## src/rtl/cpu_stack_ctl.sv

```systemverilog
// Operand-stack controller: top-of-stack lives in a register, deeper entries
// spill to / fill from a single-port synchronous SRAM (read data one cycle later).
module cpu_stack_ctl #(
    parameter int WIDTH      = 35,
    parameter int DEPTH_LOG2 = 8
) (
    input  logic                  clk,
    input  logic                  rst_b,
    input  logic                  st__push_5a,
    input  logic [WIDTH-1:0]      st__to_push_5a,
    input  logic                  st__pop_5a,
    output logic [WIDTH-1:0]      st__tos_5a,
    output logic                  st__tos_valid_5a,
    output logic [DEPTH_LOG2+1:0] st__depth,
    output logic                  stall_2a,
    output logic [DEPTH_LOG2-1:0] sram_addr,
    output logic [WIDTH-1:0]      sram_wdata,
    output logic                  sram_we,
    output logic                  sram_re,
    input  logic [WIDTH-1:0]      sram_rdata,
    output logic                  err_overflow,
    output logic                  err_underflow,
    output logic                  err_protocol
);

    typedef enum logic {
        IDLE = 1'b0,
        FILL = 1'b1
    } state_t;

    localparam logic [DEPTH_LOG2:0] MEM_CAP = {1'b1, {DEPTH_LOG2{1'b0}}};
    localparam logic [DEPTH_LOG2:0] ONE     = {{DEPTH_LOG2{1'b0}}, 1'b1};

    state_t              state_reg, state_next;
    logic [DEPTH_LOG2:0] mem_cnt_reg, mem_cnt_next;
    logic [WIDTH-1:0]    tos_reg, tos_next;
    logic                tos_valid_reg, tos_valid_next;
    logic                err_ovf_reg, err_ovf_next;
    logic                err_udf_reg, err_udf_next;
    logic                err_prot_reg, err_prot_next;

    logic                push_only, pop_only, push_pop, mem_full, mem_empty;
    logic [DEPTH_LOG2:0] mem_cnt_dec;

    assign push_only   = st__push_5a & ~st__pop_5a;
    assign pop_only    = st__pop_5a & ~st__push_5a;
    assign push_pop    = st__push_5a & st__pop_5a;
    assign mem_full    = (mem_cnt_reg == MEM_CAP);
    assign mem_empty   = (mem_cnt_reg == '0);
    assign mem_cnt_dec = mem_cnt_reg - ONE;

    always_ff @(posedge clk or negedge rst_b) begin
        if (!rst_b) begin
            state_reg     <= IDLE;
            mem_cnt_reg   <= '0;
            tos_reg       <= '0;
            tos_valid_reg <= 1'b0;
            err_ovf_reg   <= 1'b0;
            err_udf_reg   <= 1'b0;
            err_prot_reg  <= 1'b0;
        end else begin
            state_reg     <= state_next;
            mem_cnt_reg   <= mem_cnt_next;
            tos_reg       <= tos_next;
            tos_valid_reg <= tos_valid_next;
            err_ovf_reg   <= err_ovf_next;
            err_udf_reg   <= err_udf_next;
            err_prot_reg  <= err_prot_next;
        end
    end

    always_comb begin
        state_next     = state_reg;
        mem_cnt_next   = mem_cnt_reg;
        tos_next       = tos_reg;
        tos_valid_next = tos_valid_reg;
        err_ovf_next   = err_ovf_reg;
        err_udf_next   = err_udf_reg;
        err_prot_next  = err_prot_reg;
        case (state_reg)
            FILL: begin
                // Requests during the fill cycle are not accepted.
                tos_next   = sram_rdata;
                state_next = IDLE;
                if (st__push_5a || st__pop_5a) err_prot_next = 1'b1;
            end
            default: begin
                if (push_pop) begin
                    tos_next = st__to_push_5a;
                    if (!tos_valid_reg) begin
                        err_udf_next   = 1'b1;
                        tos_valid_next = 1'b1;
                    end
                end else if (push_only) begin
                    if (!tos_valid_reg) begin
                        tos_next       = st__to_push_5a;
                        tos_valid_next = 1'b1;
                    end else if (!mem_full) begin
                        tos_next     = st__to_push_5a;
                        mem_cnt_next = mem_cnt_reg + ONE;
                    end else begin
                        err_ovf_next = 1'b1;
                    end
                end else if (pop_only) begin
                    if (!tos_valid_reg) begin
                        err_udf_next = 1'b1;
                    end else if (mem_empty) begin
                        tos_valid_next = 1'b0;
                    end else begin
                        mem_cnt_next = mem_cnt_dec;
                        state_next   = FILL;
                    end
                end
            end
        endcase
    end

    always_comb begin
        stall_2a   = (state_reg == FILL);
        sram_we    = 1'b0;
        sram_re    = 1'b0;
        sram_addr  = '0;
        sram_wdata = tos_reg;
        if (state_reg == IDLE) begin
            if (push_only && tos_valid_reg && !mem_full) begin
                sram_we   = 1'b1;
                sram_addr = mem_cnt_reg[DEPTH_LOG2-1:0];
            end else if (pop_only && tos_valid_reg && !mem_empty) begin
                sram_re   = 1'b1;
                sram_addr = mem_cnt_dec[DEPTH_LOG2-1:0];
            end
        end
    end

    assign st__tos_5a       = tos_reg;
    assign st__tos_valid_5a = tos_valid_reg;
    assign st__depth        = {1'b0, mem_cnt_reg} + {{(DEPTH_LOG2+1){1'b0}}, tos_valid_reg};
    assign err_overflow     = err_ovf_reg;
    assign err_underflow    = err_udf_reg;
    assign err_protocol     = err_prot_reg;

endmodule
```

## config.mk

```make
export PLATFORM = sky130hd
export DESIGN_NAME = cpu_stack_ctl
export DESIGN_NICKNAME = d
export VERILOG_FILES = /design/src/rtl/cpu_stack_ctl.sv
export SDC_FILE = /design/constraint.sdc
export NUM_CORES = 1
export LEC_CHECK = 0
export ABC_AREA = 1
export ABC_CLOCK_PERIOD_IN_PS = 2200
export CAP_MARGIN = 20
export CORE_ASPECT_RATIO = 1.25
export CORE_MARGIN = 1.5
export CORE_UTILIZATION = 25
export CTS_CLUSTER_SIZE = 14
export DETAILED_ROUTE_END_ITERATION = 6
export GPL_TIMING_DRIVEN = 0
export PLACE_DENSITY = 0.56
export SLEW_MARGIN = 0
export SYNTH_ARGS = -nofsm -noshare
export SYNTH_HDL_FRONTEND = slang
export SYNTH_SLANG_ARGS = --single-unit
```

## constraint.sdc

```tcl
create_clock -name clk -period 2.2 [get_ports clk]
set_input_delay 0.33 -clock clk [delete_from_list [all_inputs] [get_ports clk]]
set_output_delay 0.33 -clock clk [all_outputs]
set_load 0.03 [all_outputs]
```

# == After elaboration in Yosys (flattened, before gate mapping) ==
# Cells that the tools add are included.
# W data, S select, Z words.
# totals
reg_bits,49
latch_bits,0
mem_bits_rw,0
romBits,0
inputBits,74
out_inout_bits,95
word_cells,74
memories,0
# op_classes
addsub,3
n_mul,0
div_mod_pow,0
n_lt_le_gt_ge,0
eq_ne,7
shift,0
mux,32
bitwise,7
reduce_logical,18
# op_table
cell,n
$mux W35,5
$mux W9,6
$mux W8,3
$mux W1,18
$add A9 B1 Y10,1
$add A9 B1 Y9 const B,1
$eq A9 B9 Y1 const B,1
$logic_not A9 Y1,1
$sub A9 B1 Y9 const B,1
$ne A2 B2 Y1 const B,4
$reduce_and A7 Y1,1
$reduce_and A2 Y1,3
$reduce_bool A3 Y1,2
$reduce_and A5 Y1,1
$logic_and A1 B1 Y1,4
$ne A4 B4 Y1 const B,1
$not A1 Y1,4
$reduce_bool A2 Y1,2
$and A1 B1 Y1,3
$reduce_and A3 Y1,1
$logic_not A1 Y1,2
$ne A2 B1 Y1 const B,1
$logic_or A1 B1 Y1,1

# == Logic depth before layout (Yosys ltp) ==
# Gate-level depths: netlist (run 1).
# depth
ltp_word,7
depth_mapped,10

# == Least setup slack after synthesis (run 1) ==
# Ideal clock, no wire load.
# synth_timing
path_type,register to output
startpoint,register tos_valid_reg (netlist: st__tos_valid_5a)
endpoint,output port st__depth[9]
arrival_time_ns,1.789
required_time_ns,1.870
path_slack_ns,0.081
stages_incl_launch_ff,6
path_buffers,0
path_cell_list,dfrtp_1 > ha_1 > nand3_1 > nor2_1 > nand2_1 > nor3_1
# synth_between
elab_chain_len,1
# synth_rtl
item,line,text
from (decl),37,"logic tos_valid_reg, tos_valid_next;"
from (signal assigned),65,tos_valid_reg <= tos_valid_next;
$add A9 B1 Y10,137,"assign st__depth = {1'b0, mem_cnt_reg} + {{(DEPTH_LOG2+1){1'b0}}, tos_valid_reg};"
to (decl),14,"output logic [DEPTH_LOG2+1:0] st__depth,"
# Every way passes these cells.

# == Final worst setup path (run 1) ==
# layout_timing
startpoint,register tos_valid_reg (netlist: st__tos_valid_5a)
endpoint,output port st__depth[0]
# The elaborated chain is that of the path after synthesis.

==> metrics.md, run 1 <==
| Metric | Value |
|---|---|
| Origin of the critical flop-to-flop path | mem_cnt_reg[0] |
| Total via count after detailed routing | 3657 |
| Total gr overflow | 0 |
| Time the worst path needs with I/O delays and setup | about 2.1 ns |
| Port-buffer cells | approximately 170 |
| Number of register bits inferred by synthesis | 49 |
| Via count of the first global-routing pass | 3587 |
| Startpoint type of the worst setup path | flop |
| Clk Latency, worst-skew pair | 0.29 ns |
| Final setup fails | 0 |
| Clk sinks | 49 |
| Post-route DRC | 0 |
| Multiplexer fraction of the synthesized cell area | 0% |
| Worst min-delay path category | in -> async |
| Pin slew with the least headroom to its limit | 0.615 ns |
| Maximum clock skew at final layout | 0.00640 ns |
| Die boundary height | 134 um |
| Final core utilization | 41.6% |
| First-pass GRT wire length | 18100 um |
| Combined flip-flop and latch cell area | 0.00123 sq mm |
| Worst vdd ir | 516 uV |
| Number of warnings issued by yosys | 0 |
| Mean routed wirelength per cell | about 13 um |
| Total area of multi-input combinational cells | 0.00178 sq mm |
| Leakage | 2.83 nW |
| Simple-gate portion of the synthesized area | 42.1% |
| DR iter-0 viols | ~150 |
| Overall Global Routing Usage | between 15 and 20% |
| Growth of design area from synthesis to finish | 61.9% |
| Normalized max-slew margin | 59.0% |
| Peak fanout along the critical path | 6 |
| Placed cell areas | 0.00534 sq mm |
| Final weighted congestion of routability-driven global placement | 0.805 |
| Share of synthesized area occupied by flip-flops and latches | 35.8% |
| Worst Path Arrival | 1.76 ns |
| Share of the clock period used by the worst path after layout | 94.8% |
| Dominant combinational cell family by area after synthesis | simple AND/OR/NAND/NOR gates |
| Number of flip-flops in the largest register | 35 |
| XOR/XNOR Fraction of Synth Area | 2.81% |
| Launching element of the worst setup path | st__tos_valid_5a |
| Placeable core region | 0.0133 sq mm |
| Cell Count, Final, Fillers Out | approximately 860 |
| Min setup slack post-route | 0.114 ns |
| Number of nets still failing antenna checks after routing | 0 |
| Starting density of the core | 25.7% |
| Initial antenna violation count | 0 |
| Total clock buffers created by CTS | 5 |
| Vias per std cell | 4.24 |
| Post-Place Cells | 848 |
| Maximum Capacitance Violations | 0 |
| Total nets after synthesis | between 500 and 600 |
| Post-DP HPWL | 8820 um |
| Adder-cell area share of the yosys netlist | 1.82% |
| Number of max-slew violations in the final report | 0 |
| Synth Instances | 508 |
| Fin area | 0.00555 sq mm |
| Post-Synthesis Cell Area | 0.00343 sq mm |
| Total number of nets in the final design | about 770 |
| Highest achievable clock rate | 479 MHz |
| Unrepaired setup endpoints after global routing | yes |
| Placement Rows | 47 |
| Die area | approximately 0.014 sq mm |
| Sum Neg Setup Slack | 0 ns |
| WHS | 0.0502 ns |
| Largest net degree at the start of global routing | 27 |
| Power density over the cells | 1110 mW/mm^2 |
| CTS tree | yes |
| Post-synthesis compound-gate area fraction | 3.10% |
| Cell variety after synth | 30 |
| Filler cell count | between 1000 and 1500 |
| Mean instance size in the synthesized netlist | between 6 and 7 sq um |
| CP endpoint kind | output port |
| Root buf cell | sky130_fd_sc_hd__clkbuf_16 |
| Buffer depth of the longest clock path | 2 |
| Clock-pin slew on the worst setup and hold paths | 0.07 ns |
| Post-route total power | roughly 6.2 mW |
| Category of the most critical setup path | reg -> out |
| Final hold violation count | 0 |
| Outcome | finished clean |
| Number of top-level design ports | 169 |
| Number of detailed-route iterations in the first pass | 4 |
| Layout cell share with drive strength beyond 1 | 18.7% |
| Wirelength, routed | 11300 um |
| Critical path required time | 1.87 ns |
| Post-Place Worst Slack | -0.860 ns |
| X dimension of the die | 108 um |
| Maximum level of the CTS H-tree | 2 |
-- path summary, 6_finish.rpt --
check                                  to  slack [ns]  cells past startpoint
max reg2reg                sram_wdata[11]        0.51                     11
min reg2reg                  err_protocol        0.47                      1
max in group asynchronous  mem_cnt_reg[1]        1.57                      2
min in group clk             err_protocol        0.47                      1
max                          st__depth[0]        0.11                      2
min                        sram_wdata[23]        0.05                      1
-- layer usage --
layer  vias up  routed length, um  global-route usage [%]
met5         -                  0                       0
met4         0                184                    4.17
met3        13                718                    2.72
met2       117               5680                    28.4
met1      1657               4700                    19.1
li1       1870                  -                       -
-- cell usage in the layout (no fill, tap or decap), types with 2 or more instances in the layout --
cell type,instances
sky130_fd_sc_hd__nand2_2,20
sky130_fd_sc_hd__dfrtp_2,3
sky130_fd_sc_hd__inv_1,19
sky130_fd_sc_hd__clkdlybuf4s50_1,146
sky130_fd_sc_hd__buf_4,46
sky130_fd_sc_hd__clkbuf_2,3
sky130_fd_sc_hd__nand3_1,13
sky130_fd_sc_hd__buf_6,13
sky130_fd_sc_hd__nor2_2,6
sky130_fd_sc_hd__dlygate4sd2_1,5
sky130_fd_sc_hd__clkbuf_16,5
sky130_fd_sc_hd__o21ai_0,10
sky130_fd_sc_hd__dfrtp_1,46
sky130_fd_sc_hd__xor2_1,10
sky130_fd_sc_hd__o21ai_2,3
sky130_fd_sc_hd__buf_2,7
sky130_fd_sc_hd__o21bai_1,2
sky130_fd_sc_hd__inv_2,4
sky130_fd_sc_hd__ha_2,4
sky130_fd_sc_hd__nand2_1,284
sky130_fd_sc_hd__clkbuf_1,6
sky130_fd_sc_hd__nor2_4,4
sky130_fd_sc_hd__a21oi_1,2
sky130_fd_sc_hd__nor2_1,12
-- layout make-up --
class	instances	share of cell area, %
antenna	1	0.0451
buffer	53	7.28
clock buffer	7	2.39
clock inverter	1	0.135
inverter	24	1.71
multi-input combinational	382	32.0
sequential	49	22.1
tap	171	3.85
timing repair buffer	174	30.4
-- synth_stat cells --
master | number | area, sq um
sky130_fd_sc_hd__nor2_8 | 1 | 20.0
sky130_fd_sc_hd__clkbuf_1 | 5 | 18.8
sky130_fd_sc_hd__xor2_1 | 10 | 87.6
sky130_fd_sc_hd__nand2_1 | 293 | 1100
sky130_fd_sc_hd__xnor2_1 | 1 | 8.76
sky130_fd_sc_hd__buf_2 | 3 | 15.0
sky130_fd_sc_hd__o21bai_1 | 2 | 15.0
sky130_fd_sc_hd__dfrtp_1 | 49 | 1230
sky130_fd_sc_hd__a31o_2 | 1 | 8.76
sky130_fd_sc_hd__ha_1 | 5 | 62.6
sky130_fd_sc_hd__nor2_1 | 15 | 56.3
sky130_fd_sc_hd__nor3_1 | 2 | 10.0
sky130_fd_sc_hd__nand4_1 | 1 | 6.26
sky130_fd_sc_hd__o21ai_0 | 10 | 50.1
sky130_fd_sc_hd__nor2_4 | 4 | 45.0
sky130_fd_sc_hd__nor2_2 | 3 | 18.8
sky130_fd_sc_hd__buf_1 | 1 | 3.75
sky130_fd_sc_hd__nand2_8 | 1 | 20.0
sky130_fd_sc_hd__inv_6 | 1 | 8.76
sky130_fd_sc_hd__buf_4 | 36 | 270
sky130_fd_sc_hd__nand3_2 | 1 | 10.0
sky130_fd_sc_hd__o211ai_1 | 1 | 7.51
sky130_fd_sc_hd__nand3_1 | 14 | 70.1
sky130_fd_sc_hd__nand3b_4 | 1 | 20.0
sky130_fd_sc_hd__o21ai_1 | 3 | 15.0
sky130_fd_sc_hd__inv_1 | 22 | 82.6
sky130_fd_sc_hd__inv_2 | 1 | 3.75
sky130_fd_sc_hd__buf_6 | 8 | 90.1
sky130_fd_sc_hd__nand2_2 | 11 | 68.8
sky130_fd_sc_hd__a21oi_1 | 2 | 10.0
-- critical path, stage by stage (launching register included) --
cell and delay [ns]:
sky130_fd_sc_hd__dfrtp_2 0.45, sky130_fd_sc_hd__ha_2 0.35, sky130_fd_sc_hd__clkdlybuf4s50_1 0.67
-- kinds of logic after synthesis --
group,count (synthesis)
buffers and inverters,77
xor gates and xnor gates,11
AOI/OAI and AO/OA,19
adders and majority gates,5
DFF,49
and+or+nand+nor,347
-- timing repair --
action                     in CTS  in global routing
buffers inserted                5                  0
gates resized for setup        89                 44
pin swaps                       4                  2
hold buffers                    0                  0
setup endpoints to repair      19                 16
-- where the power goes --
| group | internal [mW] | switching (mW) | total (mW) |
|---|---|---|---|
| sequential | 1.16 | 0.245 | 1.40 |
| combinational | 1.66 | 2.36 | 4.02 |
| clock | 0.423 | 0.327 | 0.750 |
| total | 3.24 | 2.93 | 6.17 |
Note: power is estimated with default switching activity, not from simulation.
==> run 2, diff against run 1 <==
--- a/config.mk
+++ b/config.mk
@@ -15,6 +15,7 @@
 export DETAILED_ROUTE_END_ITERATION = 6
 export GPL_TIMING_DRIVEN = 0
 export PLACE_DENSITY = 0.56
+export SKIP_LAST_GASP = 1
 export SLEW_MARGIN = 0
 export SYNTH_ARGS = -nofsm -noshare
 export SYNTH_HDL_FRONTEND = slang
==> run 2 against run 1 <==
Register-to-register slack is essentially flat. Fmax is 0.68% lower. Clock-buffer cell count did not move. Hold slack is essentially flat. Final area decreased by 0.18%. Sequential cell count stayed put. First-iteration DRC count is 1.4% higher. Sequential share of layout area barely moved. Power down 0.39%. Clock power hardly changed. Combinational power about the same.
==> metrics.md, run 2 (synthesis results as in run 1) <==
| Metric | Value |
|---|---|
| First-pass GRT wire length | 18100 um |
| Total via count after detailed routing | 3660 |
| Most used cells in the layout excluding fill and tap cells | sky130_fd_sc_hd__nand2_1, sky130_fd_sc_hd__clkdlybuf4s50_1, sky130_fd_sc_hd__dfrtp_1, sky130_fd_sc_hd__buf_4, sky130_fd_sc_hd__inv_1 |
| Crit-path leading delay family | simple AND/OR/NAND/NOR gates |
| Mean routed wirelength per cell | 13.1 um |
| Buffer depth of the longest clock path | 2 |
| Placement Rows | 47 |
| Root buf cell | sky130_fd_sc_hd__clkbuf_16 |
| Die area | between 0.01 and 0.015 sq mm |
| Worst R2R Path Depth | 11 |
| Peak fanout along the critical path | 8 |
| DR iter-0 viols | roughly 150 |
| Maximum level of the CTS H-tree | 2 |
| Outcome | finished clean |
| Met1 routing resource usage after global routing | 19.1% |
| Master of the slowest instance on the critical path | sky130_fd_sc_hd__dfrtp_2 |
| Final weighted congestion of routability-driven global placement | between 0.8 and 0.9 |
| Unrepaired setup endpoints after global routing | yes |
| Placeable core region | between 0.01 and 0.015 sq mm |
| X dimension of the die | around 110 um |
| Total number of nets in the final design | 768 |
| Time the worst path needs with I/O delays and setup | between 2 and 2.5 ns |
| Normalized max-slew margin | 59.0% |
| Number of hold buffers added after cts | 0 |
| Layout cell share with drive strength beyond 1 | 18.1% |
| Starting density of the core | 25.7% |
| Cell Count, Final, Fillers Out | around 860 |
| Min setup slack post-route | between 0.09 and 0.1 ns |
| Highest achievable clock rate | roughly 480 MHz |
| Worst vdd ir | between 500 and 600 uV |
| Maximum Capacitance Violations | 0 |
| Maximum clock skew at final layout | 0.00640 ns |
| Leakage | 2.83 nW |
| CP endpoint kind | output port |
| Most frequent standard cell in the layout excluding fill and tap cells | sky130_fd_sc_hd__nand2_1 |
| Worst Path Arrival | 1.77 ns |
| Clk sinks | 49 |
| Post-route DRC | 0 |
| M2 GR Usage | 28.4% |
| Die boundary height | 134 um |
| Final hold violation count | 0 |
| Total clock buffers created by CTS | 5 |
| Post-Place Cells | 848 |
| Power density over the cells | 1110 mW/mm^2 |
| Clk Latency, worst-skew pair | 0.29 ns |
| Most utilized layer in the global route result | met2 |
| Wirelength, routed | 11300 um |
| Vias per std cell | 4.25 |
| Number of max-slew violations in the final report | 0 |
| Port-buffer cells | 168 |
| Placed cell areas | 0.00534 sq mm |
| Number of detailed-route iterations in the first pass | 4 |
| Clock-pin slew on the worst setup and hold paths | 0.06 ns |
| Number of nets still failing antenna checks after routing | 0 |
| Category of the most critical setup path | reg -> out |
| Origin of the critical flop-to-flop path | mem_cnt_reg[0] |
| Post-DP HPWL | 8820 um |
| Largest net degree at the start of global routing | 27 |
| R2R setup slack | 0.51 ns |
| Worst path max stage delay | 0.40 ns |
| Startpoint type of the worst setup path | flop |
| Overall Global Routing Usage | 15.7% |
| Worst min-delay path category | in -> async |
| Number of flip-flops in the largest register | 35 |
| Pin slew with the least headroom to its limit | 0.615 ns |
| Post-Place Worst Slack | -0.860 ns |
| Initial antenna violation count | 0 |
| Number of top-level design ports | 169 |
| Via count of the first global-routing pass | 3589 |
| Filler cell count | roughly 1400 |
| Share of the clock period used by the worst path after layout | 95.5% |
| End of the worst register-to-register path | sram_wdata[11] |
| CTS tree | yes |
| Met3 Resource Use GR | 2.72% |
| Growth of design area from synthesis to finish | 61.7% |
| Final setup fails | 0 |
| Crit path cell chain | inv_2, ha_2, nand2_2, nor2_4, nand2_1, nand2_2, nor2_4, nand2_1, o21ai_2, buf_6 |
| Critical path required time | between 1.5 and 2 ns |
| Total gr overflow | 0 |
| Fin area | approximately 0.0055 sq mm |
| Number of buffers and inverters on the critical path | 2 |
-- run 2: cell count changes in the layout (fill, tap and decap cells not counted), sizes merged --
cell | before | now
buf | 68 | 66
clkdlybuf4s15 | 0 | 1
clkbuf | 15 | 16
-- run 2: how the worst max path moves through the flow --
stage | from | to | slack (ns) | depth (start not counted)
finish | mem_cnt_reg[0] | sram_addr[2] | 0.1 | 10
CTS | mem_cnt_reg[0] | sram_addr[2] | -0.04 | 10
detailed placement | st__push_5a | sram_addr[2] | -0.86 | 10
global placement | st__push_5a | sram_addr[2] | -0.86 | 10
global route | st__tos_valid_5a | st__depth[8] | -0.03 | 7
floorplan | st__tos_valid_5a | st__depth[9] | 0.08 | 5
-- run 2: routing by layer --
| layer | part of all wire, % | vias up |
|---|---|---|
| li1 | - | 1870 |
| met1 | 41 | 1656 |
| met2 | 51 | 124 |
| met3 | 6.6 | 10 |
| met4 | 1.4 | 0 |
| met5 | 0 | - |
-- run 2: per-stage QoR --
step	utilization (%)	TNS (ns)	hold slack, ns	power (mW)
final	41.5	0	0.0501	6.15
after global routing	41.5	-0.0622	0.0889	6.58
after CTS	41.3	-0.0374	0.0754	6.17
after detailed placement	40.0	-8.21	0.380	5.39
after global placement	39.9	-49.40	0.455	5.36
after floorplan	-	0	0.0344	3.89
-- run 2: cell type report --
type,count,area [sq um],share of cell area [%]
Clock buffer,7,133,2.39
Tap cell,171,214,3.86
Antenna cell,1,2.50,0.0451
Timing Repair Buffer,174,1690,30.5
Clock inverter,1,7.51,0.135
Sequential cell,49,1230,22.2
Inverter,24,95.1,1.72
Buffer,53,404,7.29
Multi-Input combinational cell,382,1770,31.9
-- run 2: power by group --
part           leakage (nW)  switching, mW  total (mW)  internal, mW
sequential            0.597          0.245        1.40          1.16
combinational          2.17           2.35        4.00          1.64
clock                0.0641          0.327       0.750         0.423
total                  2.83           2.92        6.15          3.22
-- run 2: timing repair --
action                                  CTS  global route
gates resized for setup                  87            37
pin swaps                                 4             2
setup buffers                             5             0
endpoints found under the setup margin   19            17
-- run 2: worst reg2reg max path: stages, from the launching register on --
cell and delay [ns]:
sky130_fd_sc_hd__dfrtp_2 0.43, sky130_fd_sc_hd__inv_2 0.10, sky130_fd_sc_hd__ha_2 0.19, sky130_fd_sc_hd__nand2_2 0.07, sky130_fd_sc_hd__nor2_4 0.11, sky130_fd_sc_hd__buf_4 0.14
sky130_fd_sc_hd__nand3b_4 0.10, sky130_fd_sc_hd__nand2_8 0.13, sky130_fd_sc_hd__inv_6 0.07, sky130_fd_sc_hd__buf_6 0.15, sky130_fd_sc_hd__nand2_2 0.06, sky130_fd_sc_hd__nand2_1 0.05
